`src/rtl/uart_rx_framed.sv`:
```
// Purpose: UART receiver, 5-9 data bits, none/odd/even parity, 1-2 stop bits, 3-sample majority vote per bit.
// Latency: data_valid rises (N-1)*CLK_PER_BIT + CLK_PER_BIT/2 + 4 cycles after the pin's falling start edge.
// Backpressure: one holding register; a frame completing while it is full and not being taken is dropped with an overrun pulse.
module uart_rx_framed #(
    parameter int DATA_BIT_COUNT = 8,
    parameter int PARITY_MODE    = 0,
    parameter int STOP_BIT_COUNT = 1,
    parameter int CLK_PER_BIT    = 16
) (
    input  logic                      clk,
    input  logic                      rst_n,
    input  logic                      serial,
    output logic                      data_valid,
    input  logic                      data_ready,
    output logic [DATA_BIT_COUNT-1:0] data,
    output logic                      parity_err,
    output logic                      frame_err,
    output logic                      break_det,
    output logic                      overrun
);

    localparam int CW  = $clog2(CLK_PER_BIT);
    localparam int BW  = $clog2(DATA_BIT_COUNT + 1);
    localparam int MID = CLK_PER_BIT / 2;

    localparam logic [CW-1:0] CNT_LAST  = CW'(CLK_PER_BIT - 1);
    localparam logic [CW-1:0] CNT_S0    = CW'(MID - 1);
    localparam logic [CW-1:0] CNT_S1    = CW'(MID);
    localparam logic [CW-1:0] CNT_DEC   = CW'(MID + 1);
    localparam logic [CW-1:0] CNT_ONE   = CW'(1);
    localparam logic [BW-1:0] DATA_LAST = BW'(DATA_BIT_COUNT - 1);
    localparam logic [BW-1:0] STOP_LAST = BW'(STOP_BIT_COUNT - 1);

    typedef enum logic [2:0] {
        S_IDLE,
        S_START,
        S_DATA,
        S_PARITY,
        S_STOP,
        S_WAIT_HIGH
    } state_t;

    logic                      r_sync1;
    logic                      r_sync2;
    state_t                    r_state;
    logic [CW-1:0]             r_cnt;
    logic [BW-1:0]             r_bit_idx;
    logic [DATA_BIT_COUNT-1:0] r_shift;
    logic                      r_samp0;
    logic                      r_samp1;
    logic                      r_par_bit;
    logic                      r_ferr;
    logic                      r_data_valid;
    logic [DATA_BIT_COUNT-1:0] r_data;
    logic                      r_parity_err;
    logic                      r_frame_err;
    logic                      r_break_det;
    logic                      r_overrun;

    logic                      w_serial_s;
    logic                      w_maj;
    logic                      w_decide;
    logic [CW-1:0]             w_cnt_next;
    logic                      w_frame_err;
    logic                      w_par_xor;
    logic                      w_par_err;
    logic                      w_is_break;
    logic                      w_can_load;

    assign w_serial_s  = r_sync2;
    // Third sample is the live synchronised line in the decision cycle.
    assign w_maj       = (r_samp0 & r_samp1) | (r_samp0 & w_serial_s) | (r_samp1 & w_serial_s);
    assign w_decide    = (r_cnt == CNT_DEC);
    assign w_cnt_next  = (r_cnt == CNT_LAST) ? '0 : r_cnt + 1'b1;
    // Only meaningful in the last stop-bit decision cycle.
    assign w_frame_err = r_ferr | ~w_maj;
    assign w_par_xor   = (^r_shift) ^ r_par_bit;
    assign w_par_err   = (PARITY_MODE == 1) ? ~w_par_xor :
                         (PARITY_MODE == 2) ?  w_par_xor : 1'b0;
    assign w_is_break  = w_frame_err && (r_shift == '0) && ((PARITY_MODE == 0) || !r_par_bit);
    // The holding register can take a new frame if empty or being emptied this very cycle.
    assign w_can_load  = !r_data_valid || data_ready;

    // Two-flop synchroniser for the asynchronous RX pin, idling high.
    always_ff @(posedge clk) begin
        if (!rst_n) begin
            r_sync1 <= 1'b1;
            r_sync2 <= 1'b1;
        end else begin
            r_sync1 <= serial;
            r_sync2 <= r_sync1;
        end
    end

    // Frame FSM, bit sampling, and the valid/ready holding register with its flags.
    always_ff @(posedge clk) begin
        if (!rst_n) begin
            r_state      <= S_IDLE;
            r_cnt        <= '0;
            r_bit_idx    <= '0;
            r_shift      <= '0;
            r_samp0      <= 1'b1;
            r_samp1      <= 1'b1;
            r_par_bit    <= 1'b0;
            r_ferr       <= 1'b0;
            r_data_valid <= 1'b0;
            r_data       <= '0;
            r_parity_err <= 1'b0;
            r_frame_err  <= 1'b0;
            r_break_det  <= 1'b0;
            r_overrun    <= 1'b0;
        end else begin
            r_overrun <= 1'b0;
            if (r_data_valid && data_ready) begin
                r_data_valid <= 1'b0;
            end
            if (r_cnt == CNT_S0) begin
                r_samp0 <= w_serial_s;
            end
            if (r_cnt == CNT_S1) begin
                r_samp1 <= w_serial_s;
            end
            case (r_state)
                S_IDLE: begin
                    r_bit_idx <= '0;
                    r_shift   <= '0;
                    r_ferr    <= 1'b0;
                    r_par_bit <= 1'b0;
                    // The cycle that first sees the line low is cnt = 0 of the start bit.
                    if (!w_serial_s) begin
                        r_state <= S_START;
                        r_cnt   <= CNT_ONE;
                    end else begin
                        r_cnt   <= '0;
                    end
                end
                S_START: begin
                    r_cnt <= w_cnt_next;
                    if (w_decide) begin
                        r_state <= w_maj ? S_IDLE : S_DATA;
                    end
                end
                S_DATA: begin
                    r_cnt <= w_cnt_next;
                    if (w_decide) begin
                        r_shift <= {w_maj, r_shift[DATA_BIT_COUNT-1:1]};
                        if (r_bit_idx == DATA_LAST) begin
                            r_bit_idx <= '0;
                            r_state   <= (PARITY_MODE != 0) ? S_PARITY : S_STOP;
                        end else begin
                            r_bit_idx <= r_bit_idx + 1'b1;
                        end
                    end
                end
                S_PARITY: begin
                    r_cnt <= w_cnt_next;
                    if (w_decide) begin
                        r_par_bit <= w_maj;
                        r_state   <= S_STOP;
                    end
                end
                S_STOP: begin
                    r_cnt <= w_cnt_next;
                    if (w_decide) begin
                        if (r_bit_idx == STOP_LAST) begin
                            // Commit: load overrides the plain hand-off clear above.
                            if (w_can_load) begin
                                r_data_valid <= 1'b1;
                                r_data       <= w_is_break ? '0 : r_shift;
                                r_parity_err <= w_par_err;
                                r_frame_err  <= w_frame_err;
                                r_break_det  <= w_is_break;
                            end else begin
                                r_overrun    <= 1'b1;
                            end
                            r_state <= w_frame_err ? S_WAIT_HIGH : S_IDLE;
                        end else begin
                            r_ferr    <= w_frame_err;
                            r_bit_idx <= r_bit_idx + 1'b1;
                        end
                    end
                end
                S_WAIT_HIGH: begin
                    // A line stuck low yields one frame, then waits here for the line to recover.
                    if (w_serial_s) begin
                        r_state <= S_IDLE;
                    end
                end
                default: begin
                    r_state <= S_IDLE;
                end
            endcase
        end
    end

    assign data_valid = r_data_valid;
    assign data       = r_data;
    assign parity_err = r_parity_err;
    assign frame_err  = r_frame_err;
    assign break_det  = r_break_det;
    assign overrun    = r_overrun;

endmodule
```
`config.mk`:
```
export PLATFORM = sky130hd
export DESIGN_NAME = uart_rx_framed
export DESIGN_NICKNAME = d
export VERILOG_FILES = /design/src/rtl/uart_rx_framed.sv
export SDC_FILE = /design/constraint.sdc
export NUM_CORES = 1
export LEC_CHECK = 0
export CORE_MARGIN = 2
export CORE_UTILIZATION = 30
export DETAILED_ROUTE_END_ITERATION = 7
export GPL_TIMING_DRIVEN = 0
export HOLD_SLACK_MARGIN = 0.1
export PLACE_DENSITY = 0.49
export REMOVE_ABC_BUFFERS = 1
export SYNTH_ARGS = -nofsm -noshare
export SYNTH_HDL_FRONTEND = slang
export SYNTH_SLANG_ARGS = --single-unit
```
`constraint.sdc`:
```
create_clock -name clk -period 2.55 [get_ports clk]
set_clock_uncertainty 0.2 [all_clocks]
set_input_delay 0.255 -clock clk [delete_from_list [all_inputs] [get_ports clk]]
set_output_delay 0.255 -clock clk [all_outputs]
set_load 0.01 [all_outputs]
```
[Yosys cells after proc, flatten, opt, wreduce, memory -nomap -nowiden]
Index checks and enable logic that the tools add are counted.
Word-level totals
  logic and storage cells: 91
  bits of input ports: 4
  output and inout port bits: 13
  register bits: 36
Cells by class
  add/subtract/negate cells: 2
  reductions and logical operators: 18
  eq/ne operators: 19
  bitwise gates (word level): 7
  mux-type cells: 31
Operators with widths (count)
  2-to-1 mux 3 bit: 9
  2-to-1 mux 4 bit: 5
  inequality test 2 bit, second input constant: 9
  case mux 3 bit (6 select lines): 1
  2-to-1 mux 8 bit: 2
  case mux 8 bit (2 select lines): 1
  == test 4 bit, second input constant: 3
  case mux 4 bit (3 select lines): 1
  AND reduction 4 bit: 3
  2-to-1 mux 1 bit: 9
  adder 4 x 1 -> 4 bit, second input constant: 2
  == test 4 x 3 -> 1 bit, second input constant: 2
  zero test 8 bit: 1
  case mux 4 bit (2 select lines): 1
  AND reduction 8 bit: 1
  == test 3 x 2 -> 1 bit, second input constant: 2
  == test 3 bit, second input constant: 2
  nonzero test 2 bit: 3
  zero test 4 bit: 1
  OR reduction 4 bit: 1
  bitwise AND 1 bit: 3
  == test 3 x 1 -> 1 bit, second input constant: 1
  zero test 3 bit: 1
  OR 1 bit: 3
  other kinds (9): 10

[Longest topological paths before layout]
Gate-level depths: netlist of run 1.
  depth after elaboration: 9
  depth in mapped cells: 8
  depth with buffers taken out: 6

[Worst setup path after synthesis of run 1]
Ideal clock, no wire load.
  path kind: register to register
  from: register r_cnt[0]
  to: register r_state[1]
  buffers on the path: 1
  period minus slack after synthesis: 1.805 ns
  stages on the path, launching flop included: 7
  data arrival time: 1.534 ns
  setup time: 0.070 ns
  setup slack: 0.745 ns
  required time: 2.280 ns
  cells stage by stage: dfxtp_1 ha_1 and3b_1 buf_6 o32ai_2 or4_1 a21oi_1
Between the ends
  word-level cells in the longest chain between the ends: 3
  elaborated cells on any way between the ends: 6
  classes of those cells: 5 x eq/ne; 1 x reduce/logical
Ends and longest elaborated chain
  start: declaration: line 46  | logic [CW-1:0] r_cnt;
  start signal: assignment: line 138  | r_cnt <= w_cnt_next;
  start signal: assignment: line 144  | r_cnt <= w_cnt_next;
  start signal: assignment: line 156  | r_cnt <= w_cnt_next;
  == test 4 bit (*): line 73  | assign w_decide = (r_cnt == CNT_DEC);
  inequality test 2 bit (no line)
  AND reduction 8 bit (no line) (*)
  end signal: assignment: line 140  | r_state <= w_maj ? S_IDLE : S_DATA;
  end signal: assignment: line 149  | r_state <= (PARITY_MODE != 0) ? S_PARITY : S_STOP;
  end signal: assignment: line 176  | r_state <= w_frame_err ? S_WAIT_HIGH : S_IDLE;
  end: declaration: line 45  | state_t r_state;
Every way passes the cells marked *; elsewhere a longest branch is shown, timed or not.
A chain may end at the register's enable or synchronous reset.

[Worst setup path in the final report of run 1]
  from: register r_cnt[0]
  to: register r_bit_idx[1]
Between the ends
  word-level cells in the longest chain between the ends: 3
  elaborated cells on any way between the ends: 4
  classes of those cells: 3 x eq/ne; 1 x reduce/logical
Ends and longest elaborated chain
  == test 4 bit (*): line 73
  inequality test 2 bit (no line)
  AND reduction 4 bit (no line) (*)
  end signal: assignment: line 151  | r_bit_idx <= r_bit_idx + 1'b1;
  end signal: assignment: line 179  | r_bit_idx <= r_bit_idx + 1'b1;
  end: declaration: line 47  | logic [BW-1:0] r_bit_idx;
Marks and branches as above.

==> out/qor.yml, run 1 <==
worst_setup_path:
  cpPeakStageDelay_ns: 0.74
  path_max_fanout: 12
  cp-startpoint: "r_cnt[0]$_SDFFE_PN0P_"
  setup.worst_path.class: "reg2reg"
  arrival_ns: 2.21
  start_kind: "register"
  cp_slowest_cell: "a211oi_2"
  cp.required_ns: 2.55
  crit_buf_inv: 0
  r2r_start: "r_cnt[0]$_SDFFE_PN0P_"
  path_cells: "ha_1 -> nand3b_1 -> a211oi_2 -> o211ai_1 -> a21oi_1"
  crit_family: "compound AO/OA/AOI/OAI gates"
  endpoint_kind: "register"
grt:
  grt_busiest_layer: "met2"
  gr-total-overflow: 0
  grt_antenna_before_repair: 0
  grt_start_max_net_pins: 28
  use_met1: 0.1727
  grtUsageMet3: 0.03333
  grt_pass1_vias: 1394
  grt_pass1_wl_microns: 6472
  use_met2: 0.2000
  track_usage: 0.1286
routing:
  vias_per_cell: 5.049
  wl_per_cell_microns: 13.07
  post-route-drc-count: 0
  antenna_left: 0
  first_iter_violations: 91
  route.vias.total: 1454
  drtPass1Iterations: 4
  wl_microns: 3763
timing:
  slew_headroom: 0.4710
  holdWs_ns: 0.2167
  max_freq_mhz: 453.7
  drv_slew: 0
  worst_pin_slew_ns: 0.7921
  setup_tns_ns: 0
  finalSetupViolCount: 0
  fin_crit_ns: 2.204
  fin_crit_sh: 0.8644
  hold_violations: 0
  rsz0062_at_grt: "false"
finish:
  fin_cells: 288
  finalCoreUtilization: 0.3713
  final_common_cell: "dfxtp_1"
  insertedDiodeCount: 0
  area_growth_pct: 17.68
  drive_gt1_frac: 0.08796
  finalNetCount: 224
  final_cell_mix: "36 x dfxtp_1, 25 x a21oi_1, 15 x nand2_1, 15 x clkdlybuf4s50_1"
floorplanning:
  initial_core_util: 0.3155
  num_rows: 27
  ioPinCount: 17
  die_area_sq_um: 6528
  die-height_microns: 80.80
  dieWidth_microns: 80.80
  coreArea_sq_um: 5608
power:
  p_leak_nw: 0.7859
  max-vdd-ir-drop_v: 0.0002216
  finalPower_w: 0.001092
  powerDensity_nw_per_um2: 524.5
cts:
  holdBufCountCts: 0
  cts_buffers: 5
  tritoncts: "yes"
  cts_root_buf: "clkbuf_8"
  clk_pin_slew_ns: 0.07
  cts_max_level: 2
  cts.sinks: 36
  clk_latency_ns: 0.29
  clockBufferDepth: 2
synthesis:
  ys_types: 48
  synthFlopType: "dfxtp_1"
  synth_largest_area_cell: "dfxtp_1"
  synth_seq_area_share: 0.4074
  synthTopCellsByArea: "dfxtp_1 41%, a21oi_1 7.1%, mux2i_1 5.1%"
  ys_warn_count: 0
  avgSynthCellArea_sq_um: 8.715
  synth-seq-cells: 36
  synth-edff-count: 0
  synth_top_area_share: 0.4074
  synthArstFlopShare: 0
  syn-cell-area_sq_um: 1769
  netlist_instances: 203
flow_run:
  maxCapViolCount: 0
worst_hold_path:
  min_path_type: "reg2reg"
  hold_path_startpoint: "r_sync1$_SDFF_PN1_"
placement:
  gp_congestion: 0.6869
  port_buffers: 15
  dp_hpwl_microns: 2486
  dp_cells: 277
status:
  outcome: "finished, final reports clean"
-- timing repair --
action                                  in CTS  in global routing
endpoints found under the setup margin       1                  1
pin swaps                                    1                  0
setup buffers                                3                  0
gates resized for setup                      0                  1
-- kinds of logic (layout without fill, tap and decap cells) --
kind of cell,after synthesis,count (layout),share of synthesized area
AND/OR/NAND/NOR,75,75,0.2383
adder cells (fa/ha/maj),6,6,0.04102
other,1,1,0.002120
flip-flops,36,36,0.4074
multiplexers,10,10,0.05729
AO/OA/AOI/OAI,55,55,0.1973
buffers and inverters,20,33,0.05657
-- worst paths after layout --
path	end	slack (ns)	depth (start not counted)
max	r_bit_idx[1]$_SDFFE_PN0P_	0.35	5
min	r_sync2$_SDFF_PN1_	0.22	1
max reg2reg	r_bit_idx[1]$_SDFFE_PN0P_	0.35	5
min reg2reg	r_sync2$_SDFF_PN1_	0.22	1
-- final cells by class --
cell class | instances | area [sq um]
timing repair buffer | 18 | 185.2
inverter | 7 | 30.03
multi-input combinational | 147 | 948.4
fill | 603 | 3526
tap | 72 | 90.09
clock buffer | 6 | 72.57
sequential | 36 | 720.7
clock inverter | 2 | 35.03
-- metrics by stage --
stage	setup WS (ns)	area, sq um
6_report	0.3458	2082
5_1_grt	0.08616	2082
4_1_cts	0.1402	2078
3_5_place_dp	-0.1674	1936
3_3_place_gp	-0.2077	1936
2_1_floorplan	0.4541	1695
-- layer usage --
metal  up-vias  share of wire
met4         0          0.015
li1        754              -
met2        23           0.44
met1       672           0.51
met3         5          0.032
met5         -              0
-- synthesized netlist by cell type, types with 3 or more instances --
library cell / count
a21oi_1: 25
o211ai_1: 5
nand3_1: 14
mux2i_1: 9
nand2_1: 15
clkbuf_1: 4
inv_1: 6
nand3b_1: 4
nor2_1: 14
dfxtp_1: 36
o21ai_0: 6
ha_1: 5
buf_2: 5
nor4_1: 3
o21ai_1: 3
nand2b_1: 7
-- report_power, final --
group           total, W  internal [W]  switching, W  leakage, nW
combinational  0.0000254    0.00000994     0.0000155        0.440
clock           0.000499      0.000290      0.000209       0.0552
sequential      0.000568      0.000564    0.00000337        0.291
-- sequential cells by signal, indices dropped and copies added, names as in the netlist, 3 cells and up --
| register | count |
|---|---|
| data | 8 |
| r_shift | 8 |
| r_bit_idx | 4 |
| r_cnt | 4 |
| r_state | 3 |
Note: power is estimated with default switching activity, not from simulation.
==> run 2: changes to the inputs <==
--- a/config.mk
+++ b/config.mk
@@ -5,12 +5,13 @@
 export SDC_FILE = /design/constraint.sdc
 export NUM_CORES = 1
 export LEC_CHECK = 0
+export CAP_MARGIN = 20
 export CORE_MARGIN = 2
-export CORE_UTILIZATION = 30
+export CORE_UTILIZATION = 56
 export DETAILED_ROUTE_END_ITERATION = 7
 export GPL_TIMING_DRIVEN = 0
 export HOLD_SLACK_MARGIN = 0.1
-export PLACE_DENSITY = 0.49
+export PLACE_DENSITY = 0.8
 export REMOVE_ABC_BUFFERS = 1
 export SYNTH_ARGS = -nofsm -noshare
 export SYNTH_HDL_FRONTEND = slang
==> out/qor.yml, run 2 (synthesis results as in run 1) <==
status:
  outcome: "finished, final reports clean"
power:
  seq_power_share: 0.617
  pwr-share-comb: 0.027
  finalPower_w: 0.0009210
  intPower_w: 0.0007092
  pwr-share-clk: 0.357
  max-vdd-ir-drop_v: 0.0004408
  swShare: 0.2300
  powerDensity_nw_per_um2: 467.4
  switchingPower_w: 0.0002118
  p_leak_nw: 0.7489
worst_hold_path:
  min_path_type: "reg2reg"
floorplanning:
  coreArea_sq_um: 3028
  dieWidth_microns: 60.21
  initial_core_util: 0.5843
  die-height_microns: 60.21
  die_area_sq_um: 3625
  ioPinCount: 17
  num_rows: 20
routing:
  first_iter_violations: 101
  antenna_left: 0
  drtPass1Iterations: 5
  wl_per_cell_microns: 13.75
  post-route-drc-count: 0
  route.vias.total: 1496
  vias_per_cell: 5.798
  wl_microns: 3548
flow_run:
  maxCapViolCount: 0
worst_setup_path:
  rrSetupSlack_ns: 0.31
  r2r_start: "r_cnt[0]$_SDFFE_PN0P_"
  cp-startpoint: "r_cnt[0]$_SDFFE_PN0P_"
  cp.required_ns: 2.61
  start_kind: "register"
  r2r_cells: 5
  arrival_ns: 2.30
  endpoint: "r_bit_idx[1]$_SDFFE_PN0P_"
  endpoint_kind: "register"
  path_max_fanout: 12
  r2r-end: "r_bit_idx[1]$_SDFFE_PN0P_"
  setup.worst_path.class: "reg2reg"
cts:
  tritoncts: "yes"
  clockBufferDepth: 2
  post_cts_resized: 0
  cts_max_level: 2
  cts_root_buf: "clkbuf_4"
  cts_buffers: 5
  clk_pin_slew_ns: 0.11
  cts.sinks: 36
  clk_latency_ns: 0.35
finish:
  finalCoreUtilization: 0.6508
  final_common_cell: "dfxtp_1"
  finalNetCount: 222
  drive_gt1_frac: 0.07477
  multi_input_area_sq_um: 948.4
  final_cell_mix: "36 x dfxtp_1, 25 x a21oi_1, 15 x nand2_1, 15 x clkdlybuf4s50_1"
  regArea_sq_um: 720.7
  insertedDiodeCount: 0
  nFillCells: 258
  area_growth_pct: 11.39
grt:
  grt_pass1_wl_microns: 5830
  grt_antenna_before_repair: 0
  grt_pass1_vias: 1308
  track_usage: 0.2192
  gr-total-overflow: 0
  grt_start_max_net_pins: 28
timing:
  hold_violations: 0
  drv_slew: 0
  finalSetupViolCount: 0
  max_freq_mhz: 446.4
  worst_pin_slew_ns: 0.7757
  fin_crit_ns: 2.240
  slew_headroom: 0.4819
  rsz0062_at_grt: "false"
  fin_crit_sh: 0.8784
placement:
  dp_hpwl_microns: 2483
  port_buffers: 15
  gp_congestion: 0.7926
[run 2: changes by cell type in the layout (fill, tap and decap cells not counted)]
| cell | delta |
|---|---|
| buf_12 | -1 |
| buf_4 | -1 |
| bufinv_16 | -1 |
| clkbuf_4 | +5 |
| clkbuf_8 | -4 |
| clkinv_1 | +1 |
| clkinv_2 | -1 |
[run 2: cell type report]
class | instances | share of cell area
Sequential cell | 36 | 0.3657
Tap cell | 44 | 0.02794
Inverter | 7 | 0.01333
Multi-Input combinational cell | 147 | 0.4813
Timing Repair Buffer | 16 | 0.08000
Clock buffer | 7 | 0.02794
Clock inverter | 1 | 0.003810
[run 2: per-layer routing]
metal	vias up	track usage	wire, microns
li1	757	-	-
met1	699	0.2810	1629
met2	35	0.3385	1694
met3	5	0.07143	171
met4	0	0.08889	53
met5	-	0	0
[run 2: critical path, stage by stage, from the launching register on]
cell	delay (ns)
dfxtp_1	0.46
ha_1	0.21
nand3b_1	0.19
a211oi_2	0.73
o211ai_1	0.20
a21oi_1	0.17
[run 2: repair_timing]
action,4_1_cts,5_1_grt
endpoints found under the setup margin,1,0
buffers inserted,1,0
hold buffers,0,0
[run 2: power by group through the flow]
stage,registers (W),clock network (W),logic (W)
2_1_floorplan,0.000580,0,0.0000139
5_1_grt,0.000569,0.000367,0.0000276
6_report,0.000568,0.000329,0.0000245
4_1_cts,0.000568,0.000335,0.0000248
3_5_place_dp,0.000581,0,0.0000247
3_3_place_gp,0.000580,0,0.0000238
[run 2: per-stage QoR]
stage	area [sq um]	std cells	setup slack (ns)	hold slack (ns)	TNS, ns
final	1971	258	0.3100	0.2361	0
after global routing	1971	258	0.06903	0.2489	0
after CTS	1971	258	0.3032	0.2367	0
after detailed placement	1901	249	-0.05997	0.2099	-0.05997
after global placement	1901	249	0.04794	0.1899	0
after floorplan	1695	190	0.4541	0.1280	0
[run 2: how the worst min path moves through the flow]
stage	startpoint	slack [ns]	end	cells after the start
floorplan	rst_n	0.13	r_sync1$_SDFF_PN1_	1
global placement	r_sync1$_SDFF_PN1_	0.19	r_sync2$_SDFF_PN1_	1
detailed placement	r_sync1$_SDFF_PN1_	0.21	r_sync2$_SDFF_PN1_	1
CTS	r_sync1$_SDFF_PN1_	0.24	r_sync2$_SDFF_PN1_	1
global route	serial	0.25	r_sync1$_SDFF_PN1_	2
finish	r_sync1$_SDFF_PN1_	0.24	r_sync2$_SDFF_PN1_	1
